<file path="src/rtl/alu_pkg.sv">
// Shared types for the ALU flag register: op encoding, flag bit positions
// and the skid-buffer state encoding.
package alu_pkg;

    typedef enum logic [1:0] {
        ADD = 2'b00,
        SUB = 2'b01,
        AND = 2'b10,
        OR  = 2'b11
    } alu_ctrl_t;

    localparam int FLAG_N = 3;
    localparam int FLAG_Z = 2;
    localparam int FLAG_C = 1;
    localparam int FLAG_V = 0;

    typedef enum logic [1:0] {
        EMPTY = 2'b00,
        ONE   = 2'b01,
        FULL  = 2'b10
    } skid_state_t;

endpackage

</file>
<file path="src/rtl/alu_flag_gen.sv">
// Combinational N/Z/C/V flag generation from the ALU op, operands, result
// and carry out.
module alu_flag_gen
    import alu_pkg::*;
#(
    parameter int N = 8
) (
    input  logic [1:0]   alu_ctrl,
    input  logic [N-1:0] a,
    input  logic [N-1:0] b,
    input  logic [N-1:0] result,
    input  logic         carry_out,
    output logic [3:0]   flags
);

    alu_ctrl_t op;
    logic      sign_a;
    logic      sign_b;
    logic      sign_r;

    assign op     = alu_ctrl_t'(alu_ctrl);
    assign sign_a = a[N-1];
    assign sign_b = b[N-1];
    assign sign_r = result[N-1];

    // Only the operand sign bits matter for overflow; fold the rest away.
    logic unused_operand_bits;
    assign unused_operand_bits = ^{a[N-2:0], b[N-2:0]};

    always_comb begin
        flags         = 4'b0000;
        flags[FLAG_N] = sign_r;
        flags[FLAG_Z] = (result == '0);
        case (op)
            ADD: begin
                flags[FLAG_C] = carry_out;
                flags[FLAG_V] = (sign_a == sign_b) && (sign_r != sign_a);
            end
            SUB: begin
                flags[FLAG_C] = carry_out;
                flags[FLAG_V] = (sign_a != sign_b) && (sign_r != sign_a);
            end
            default: begin
                flags[FLAG_C] = 1'b0;
                flags[FLAG_V] = 1'b0;
            end
        endcase
    end

endmodule

</file>
<file path="src/rtl/alu_flags_reg.sv">
// Registers ALU results with their flags in a 2-entry skid buffer so the
// upstream ready never depends combinationally on the downstream ready.
module alu_flags_reg
    import alu_pkg::*;
#(
    parameter int N = 8
) (
    input  logic         i_clk,
    input  logic         i_rst,
    input  logic         i_valid,
    input  logic [1:0]   i_alu_ctrl,
    input  logic [N-1:0] i_a,
    input  logic [N-1:0] i_b,
    input  logic [N-1:0] i_result,
    input  logic         i_carry_out,
    input  logic         i_ready,
    output logic         o_ready,
    output logic         o_valid,
    output logic [N-1:0] o_result,
    output logic [3:0]   o_flags
);

    // Handshake: an entry moves on a cycle where valid and ready are both
    // high at the rising edge; valid never waits on ready and, once raised,
    // data stays stable until the transfer completes.

    skid_state_t  state;
    logic [N-1:0] head_result;
    logic [3:0]   head_flags;
    logic [N-1:0] tail_result;
    logic [3:0]   tail_flags;
    logic [3:0]   new_flags;
    logic         push;
    logic         pop;

    alu_flag_gen #(.N(N)) u_flag_gen (
        .alu_ctrl  (i_alu_ctrl),
        .a         (i_a),
        .b         (i_b),
        .result    (i_result),
        .carry_out (i_carry_out),
        .flags     (new_flags)
    );

    assign o_ready  = (state != FULL);
    assign o_valid  = (state != EMPTY);
    assign o_result = head_result;
    assign o_flags  = head_flags;

    assign push = i_valid && o_ready;
    assign pop  = o_valid && i_ready;

    always_ff @(posedge i_clk) begin
        if (i_rst) begin
            state       <= EMPTY;
            head_result <= '0;
            head_flags  <= 4'b0000;
            tail_result <= '0;
            tail_flags  <= 4'b0000;
        end else begin
            case (state)
                EMPTY: begin
                    if (push) begin
                        head_result <= i_result;
                        head_flags  <= new_flags;
                        state       <= ONE;
                    end
                end
                ONE: begin
                    if (push && pop) begin
                        head_result <= i_result;
                        head_flags  <= new_flags;
                    end else if (push) begin
                        tail_result <= i_result;
                        tail_flags  <= new_flags;
                        state       <= FULL;
                    end else if (pop) begin
                        state <= EMPTY;
                    end
                end
                FULL: begin
                    // No push is possible here since o_ready is low.
                    if (pop) begin
                        head_result <= tail_result;
                        head_flags  <= tail_flags;
                        state       <= ONE;
                    end
                end
                default: state <= EMPTY;
            endcase
        end
    end

endmodule

</file>
<file path="config.mk">
export PLATFORM = sky130hd
export DESIGN_NAME = alu_flags_reg
export DESIGN_NICKNAME = d
export VERILOG_FILES = /design/src/rtl/alu_pkg.sv /design/src/rtl/alu_flag_gen.sv /design/src/rtl/alu_flags_reg.sv
export SDC_FILE = /design/constraint.sdc
export NUM_CORES = 1
export LEC_CHECK = 0
export ABC_AREA = 1
export CAP_MARGIN = 5
export CORE_UTILIZATION = 45
export DETAILED_ROUTE_END_ITERATION = 8
export PLACE_DENSITY = 0.9
export SYNTH_ARGS = -nofsm -noshare
export SYNTH_HDL_FRONTEND = slang
export SYNTH_SLANG_ARGS = --single-unit
export TNS_END_PERCENT = 5
</file>
<file path="constraint.sdc">
create_clock -name i_clk -period 1.6 [get_ports i_clk]
set_input_delay 0.16 -clock i_clk [delete_from_list [all_inputs] [get_ports i_clk]]
set_output_delay 0.16 -clock i_clk [all_outputs]
set_load 0.005 [all_outputs]
</file>
# Word level (Yosys, flattened, before mapping)

Index checks and enable logic that the tools add are counted.

Bitwise gates (word level): 1
Reductions and logical operators: 13
Equal/unequal tests: 12
Muxes and demuxes: 15

Operators with widths:

| kind               | number |
|---|---|
| $mux 8             | 3 |
| $pmux 8 s3         | 1 |
| $mux 4             | 3 |
| $pmux 4 s3         | 1 |
| $mux 2             | 5 |
| $ne 2x2->1 const B | 5 |
| $logic_not 8->1    | 1 |
| $reduce_and 4->1   | 2 |
| $pmux 2 s3         | 1 |
| $logic_and 1x1->1  | 5 |
| $eq 2x1->1 const B | 2 |
| $logic_not 2->1    | 2 |
| $pmux 2 s2         | 1 |
| $ne 3x3->1 const B | 1 |
| $reduce_and 3->1   | 1 |
| $reduce_bool 3->1  | 1 |
| $eq 2x2->1 const B | 1 |
| $ne 1x1->1         | 2 |
| $reduce_bool 2->1  | 1 |
| $eq 1x1->1         | 1 |
| $not 1->1          | 1 |

Logic and storage cells: 46
Output and inout bits: 14
Bits in registers: 26
Input port bits: 31

# Logic depth before layout (Yosys ltp)

Gate-level depths: netlist of the first run.

Depth after elaboration: 6
Mapped depth: 8
Mapped depth without buffers: 8

# Hierarchy

A second synthesis of the first run with hierarchy kept.

Cells, all modules: 214
Area, all modules: 1323.8 um2

Modules (own cells, without submodules):

| module        | instances | cells an instance | area each (um2) | seq. area each (um2) |
|---|---|---|---|---|
| alu_flags_reg | 1         | 191               | 1233.7          | 520.5 |
| alu_flag_gen  | 1         | 23                | 90.1            | 0.0 |

# Least setup slack after synthesis of the first run

OpenSTA, ideal clock, no wires.

Path type: reg2reg
From: register state[0]
To: register tail_result[4]
Required time: 1484 ps
Path slack: 484 ps
Clock period less this slack: 1116 ps
Setup time: 116 ps
Cell stages (with the launch flop): 7
Path buffers: 1
Arrival: 1000 ps
Cell sequence: dfxtp_1 > inv_2 > nor2_1 > nand2_2 > clkbuf_8 > o21ai_0 > nor2_1

Longest elaborated chain between the ends: 5
Elaborated cells between the ends (all ways): 8
Classes of those cells: 2 x eq/ne; 1 x bitwise; 5 x reduce/logical

Ends and longest elaborated chain:

| what                                                   | line                                     | RTL |
|---|---|---|
| start, declared                                        | alu_flags_reg.sv:27                      | `skid_state_t state;` |
| start signal, assigned                                 | alu_flags_reg.sv:55                      | `state <= EMPTY;` |
| start signal, assigned                                 | alu_flags_reg.sv:66                      | `state <= ONE;` |
| start signal, assigned                                 | alu_flags_reg.sv:76                      | `state <= FULL;` |
| $ne 2x2->1 / $reduce_bool 2->1 (equally long branches) | alu_flags_reg.sv:45, alu_flags_reg.sv:46 |  |
| $logic_and 1x1->1 (on tied branches)                   | alu_flags_reg.sv:50, alu_flags_reg.sv:51 |  |
| $logic_and 1x1->1                                      | alu_flags_reg.sv:70                      | `if (push && pop) begin` |
| $not 1->1 (no source line)                             | --                                       |  |
| $reduce_and 3->1 (no source line) *                    | --                                       |  |
| end signal, assigned                                   | alu_flags_reg.sv:74                      | `tail_result <= i_result;` |
| end, declared                                          | alu_flags_reg.sv:30                      | `logic [N-1:0] tail_result;` |

Every way passes the cells marked *; elsewhere a longest branch is shown, timed or not.
A chain may end at the register's enable or synchronous reset.

# Worst setup path after layout of the first run

From: register state[0]
To: output port o_ready

Longest elaborated chain between the ends: 1

Ends and longest elaborated chain:

| what          | line                | RTL |
|---|---|---|
| $ne 2x2->1    | alu_flags_reg.sv:45 | `assign o_ready = (state != FULL);` |
| end, declared | alu_flags_reg.sv:17 | `output logic o_ready,` |

No other way between the ends.

==> results.yml, run 1 <==
logic_synthesis:
  synth-seq-cells: 24
  seq_area_frac_synth: 0.429
  syn_inst: 167
  async_flop_share: 0
  synthDominantCellAreaShare: 0.429
  synth_top_area_cell: "dfxtp_1"
  ys_types: 18
  yosysWarnings: 0
  yosysMostFrequentCell: "nor2_1"
  syn_nets: 198
  synth_ff_type: "dfxtp_1"
  syn-cell-area_um2: 1120
  ys_top_cells_by_area: "dfxtp_1 (43%), nor2_1 (13%), o21ai_0 (11%), nand2_1 (10%), inv_1 (6.0%)"
  synth_enable_flop_cells: 0
  synth_common_cells: "nor2_1 (39), nand2_1 (31), o21ai_0 (25)"
  syn_avg_cell_area_um2: 6.71
timing:
  worst_slew_pin_slew_ns: 0.474
  min_period_over_period: 0.932
  fmax_mhz: 671
  skew_ns: 0.0116
  rsz0062_at_grt: "no"
  relSlewSlack: 0.684
  layout_setup_ws_ns: 0.109
  finalMaxSlewViolations: 0
  fin_tns_setup_ns: 0
  fin_crit_ns: 1.49
  setup-violations-final: 0
  finalHoldViolCount: 0
floorplan:
  die_w_um: 51.9
  die_y_um: 51.9
  placementRows: 17
  start_util: 0.492
  ios: 45
  die_area_um2: 2690
  coreArea_um2: 2280
clock_tree:
  clkLatencyLatePin_ns: 0.32
  clkSinkCount: 24
  htreeDepth: 1
  holdBufCountCts: 0
  cts_buffer_depth: 2
  cts-root-buf: "clkbuf_4"
  cts.reportedPaths.clkPinSlew_ns: 0.14
  cts_post_setup_buffers_inserted: 0
  cts_made_buffers: 3
  cts_resized: 0
  cts_tree: "built"
drt:
  viasPerCell: 5.02
  wire_per_inst_um: 10.6
  drt_pass1_iterations: 5
  drcViolationCount: 0
  drtIter0Drc: 28
  ant_nets: 0
  totalWireLength_um: 2390
  dr_total_vias: 1134
placed_design:
  dp_hpwl_um: 1780
  gp_congestion: 0.742
  numPortBuffers: 30
  dp_worst_setup_slack_ns: 0.0106
grt:
  grt_pass1_vias: 990
  grt_usage: 0.200
  grt_max_degree: 21
  grt_pass1_wl_um: 3990
  antenna_found_initial: 0
  grt_overflow: 0
run:
  drv_cap: 0
worst_setup_path:
  crit_type: "reg -> out"
  worst-path-buf-inv: 2
  arrival_ns: 1.33
  cp_top_family: "buffers and inverters"
  max_stage_delay_ns: 0.53
  cp-end-kind: "primary output"
  cp-start-kind: "register"
  cpMaxStageDelayCell: "clkdlybuf4s50_1"
  worstPathRequired_ns: 1.44
  crit_chain: "inv_2 > nand2_2 > clkdlybuf4s50_1"
  crit_fanout: 3
pwr:
  p_leak_nw: 0.642
  ir_worst_vdd_uv: 538
  power.density_nw_per_um2: 835
status:
  status: "complete, no violations"
min_path:
  worstHoldPathType: "in -> reg"
final_layout:
  diodes: 0
  area_delta_synth_final_pct: 31.2
  nets: 230
  layout-drive-gt1-share: 0.0909
area by class of cell:
type	instances	area, um^2
fill	209	807
multi-input combinational	115	509
sequential	24	483
timing repair buffer	33	323
inverter	22	82.6
clock buffer	4	36.3
tap	28	35.0
worst reg2reg max path, delay by kind of cell (launching register included):
kind                   cells  cell delay (ns)
AO/OA/AOI/OAI              2             0.25
buffers and inverters      2             0.24
flip-flops                 1             0.38
AND/OR/NAND/NOR            2             0.36
layout by cell type, fill, tap and decap left out:
master / count
nor2_1: 39
nand2_1: 31
clkdlybuf4s50_1: 30
o21ai_0: 25
dfxtp_1: 22
inv_1: 18
a21oi_1: 10
inv_2: 4
nand3_1: 4
clkbuf_4: 3
buf_4: 3
nand2_2: 2
dfxtp_2: 2
nor2_4: 1
o21ai_2: 1
a211oi_2: 1
nand4_1: 1
clkbuf_8: 1
logic make-up (layout without fill, tap and decap cells):
| logic type | Yosys count | in the layout | share of synthesized area |
|---|---|---|---|
| AO/OA/AOI/OAI | 37 | 37 | 0.175 |
| flip-flops | 24 | 24 | 0.429 |
| AND/OR/NAND/NOR | 78 | 78 | 0.279 |
| buffers and inverters | 28 | 59 | 0.116 |
where the power goes:
| group | switching, W | leakage [nW] | internal [W] |
|---|---|---|---|
| sequential | 0.0000196 | 0.198 | 0.000637 |
| combinational | 0.000115 | 0.423 | 0.000132 |
| clock | 0.000184 | 0.0210 | 0.000139 |
routing by layer:
layer	share of wire	vias up	GRT usage
li1	-	584	-
met5	0	-	0
met4	0.031	0	0.135
met2	0.49	39	0.350
met3	0.046	9	0.0175
met1	0.43	502	0.226
metrics by stage:
stage	instances	instance area [um^2]	hold WS (ns)	util	power (W)
2_1_floorplan	167	1120	0.229	-	0.000791
5_1_grt	226	1470	0.467	0.645	0.00128
3_5_place_dp	222	1430	0.441	0.628	0.000916
3_3_place_gp	222	1430	0.434	0.628	0.000905
4_1_cts	226	1470	0.453	0.644	0.00122
6_report	226	1470	0.448	0.645	0.00123
registers in the layout, indices dropped and copies added (netlist names):
name	flops
o_result	8
tail_result	8
tail_flags	3
o_flags	3
state	2
final timing paths:
kind / from / end / slack [ns] / cells after the start
hold reg to reg: tail_result[1] / tail_result[1] / 0.46 / 2
setup / recovery: state[0] / o_ready / 0.11 / 3
setup reg to reg: state[0] / tail_result[6] / 0.33 / 6
hold / removal: i_result[6] / tail_result[6] / 0.45 / 3
(Power assumes the default switching activity.)
==> run 2, diff against run 1 <==
Settings changed: CAP_MARGIN 5 to 25, PLACE_DENSITY 0.9 to 0.91.
==> results.yml, run 2 (same netlist as run 1, synthesis figures left out) <==
timing:
  fmax_mhz: 675
  finalMaxSlewViolations: 0
  fin_tns_setup_ns: 0
  finalHoldViolCount: 0
  worst_slew_pin_slew_ns: 0.305
  rsz0062_at_grt: "no"
  fin_crit_ns: 1.48
  setup-violations-final: 0
  skew_ns: 0.0132
  relSlewSlack: 0.797
  min_period_over_period: 0.925
floorplan:
  die_w_um: 51.9
  die_area_um2: 2690
  ios: 45
  die_y_um: 51.9
  placementRows: 17
  coreArea_um2: 2280
  start_util: 0.492
clock_tree:
  cts.reportedPaths.clkPinSlew_ns: 0.14
  htreeDepth: 1
  holdBufCountCts: 0
  cts_made_buffers: 3
  clkLatencyLatePin_ns: 0.33
  cts_tree: "built"
  cts-root-buf: "clkbuf_4"
  clkSinkCount: 24
  cts_post_setup_buffers_inserted: 0
  cts_buffer_depth: 2
worst_setup_path:
  cp-end-kind: "primary output"
  crit_fanout: 3
  cpMaxStageDelayCell: "clkdlybuf4s50_1"
  worstPathRequired_ns: 1.44
  crit_type: "reg -> out"
  cp-start-kind: "register"
  crit_chain: "inv_2 > nand2_1 > clkdlybuf4s50_1"
  max_stage_delay_ns: 0.49
  arrival_ns: 1.32
grt:
  grt_pass1_wl_um: 3860
  antenna_found_initial: 0
  grt_usage: 0.196
  grt_pass1_vias: 917
  grt_overflow: 0
  grt_max_degree: 17
placed_design:
  gp_congestion: 0.746
  dp_hpwl_um: 1610
  numPortBuffers: 30
  dpl.cell_count: 224
  placed_area_um2: 1450
min_path:
  worstHoldPathType: "in -> reg"
pwr:
  p_leak_nw: 0.658
  power_w: 0.00134
  power.density_nw_per_um2: 896
  ir_worst_vdd_uv: 642
final_layout:
  diodes: 0
  design_area_um2: 1500
  layout_commonest_cell: "nor2_1"
  area_delta_synth_final_pct: 34.0
  final_cell_mix: "nor2_1 (39), nand2_1 (31), clkdlybuf4s50_1 (30), o21ai_0 (25), dfxtp_1 (22)"
  instances_no_fill: 228
  layout-drive-gt1-share: 0.100
  nets: 232
drt:
  drcViolationCount: 0
  route.met3.wl_um: 87
  drt_pass1_iterations: 4
  totalWireLength_um: 2200
  met1_length_um: 1050
  routed.top_layer: "met4"
  dr_total_vias: 1069
  viasPerCell: 4.69
  wl_met2_um: 1020
  wire_per_inst_um: 9.66
  drtIter0Drc: 20
  ant_nets: 0
status:
  status: "complete, no violations"
run:
  drv_cap: 0
run 2: cell count changes in the layout (fill, tap and decap cells not counted):
cell / delta
clkbuf_8: -1
bufinv_16: +1
buf_4: +2
run 2: worst max-delay path, delay by kind of cell (launching register included):
family | cells | cell delay (ns)
simple gates | 1 | 0.08
flops | 1 | 0.37
buf+inv | 2 | 0.55
run 2: final cells by class:
cell class	count	area (um^2)
fill	185	776
multi-input combinational	115	509
sequential	24	483
timing repair buffer	35	338
inverter	22	82.6
tap	28	35.0
clock inverter	1	30.0
clock buffer	3	22.5
run 2: through the flow:
stage | worst slack, ns | hold WS [ns] | utilization
detailed placement | 0.0927 | 0.440 | 0.635
finish | 0.119 | 0.405 | 0.659
global placement | 0.0961 | 0.433 | 0.635
floorplan | 0.484 | 0.229 | -
global route | 0.0363 | 0.435 | 0.659
CTS | 0.0460 | 0.407 | 0.658
run 2: routing by layer:
metal | up-vias | track usage
met4 | 0 | 0.131
met5 | - | 0
met3 | 5 | 0.0263
met1 | 442 | 0.236
met2 | 33 | 0.323
li1 | 589 | -
run 2: final timing paths:
kind	from	end	slack, ns	depth (start not counted)
worst min-delay path	i_result[6]	tail_result[6]	0.41	3
worst min register to register	tail_result[3]	tail_result[3]	0.46	2
worst max-delay path	state[1]	o_valid	0.12	3
worst max register to register	state[1]	o_flags[2]	0.33	7
run 2: where the power goes:
group | total, W | switching [W] | internal [W]
Clock | 0.000439 | 0.000186 | 0.000254
Combinational | 0.000249 | 0.000113 | 0.000136
Sequential | 0.000656 | 0.0000189 | 0.000637
run 2: repair_timing:
item | in CTS | in global routing
resized for setup | 0 | 2
hold endpoints to repair | 0 | 0
setup endpoints to repair | 0 | 2
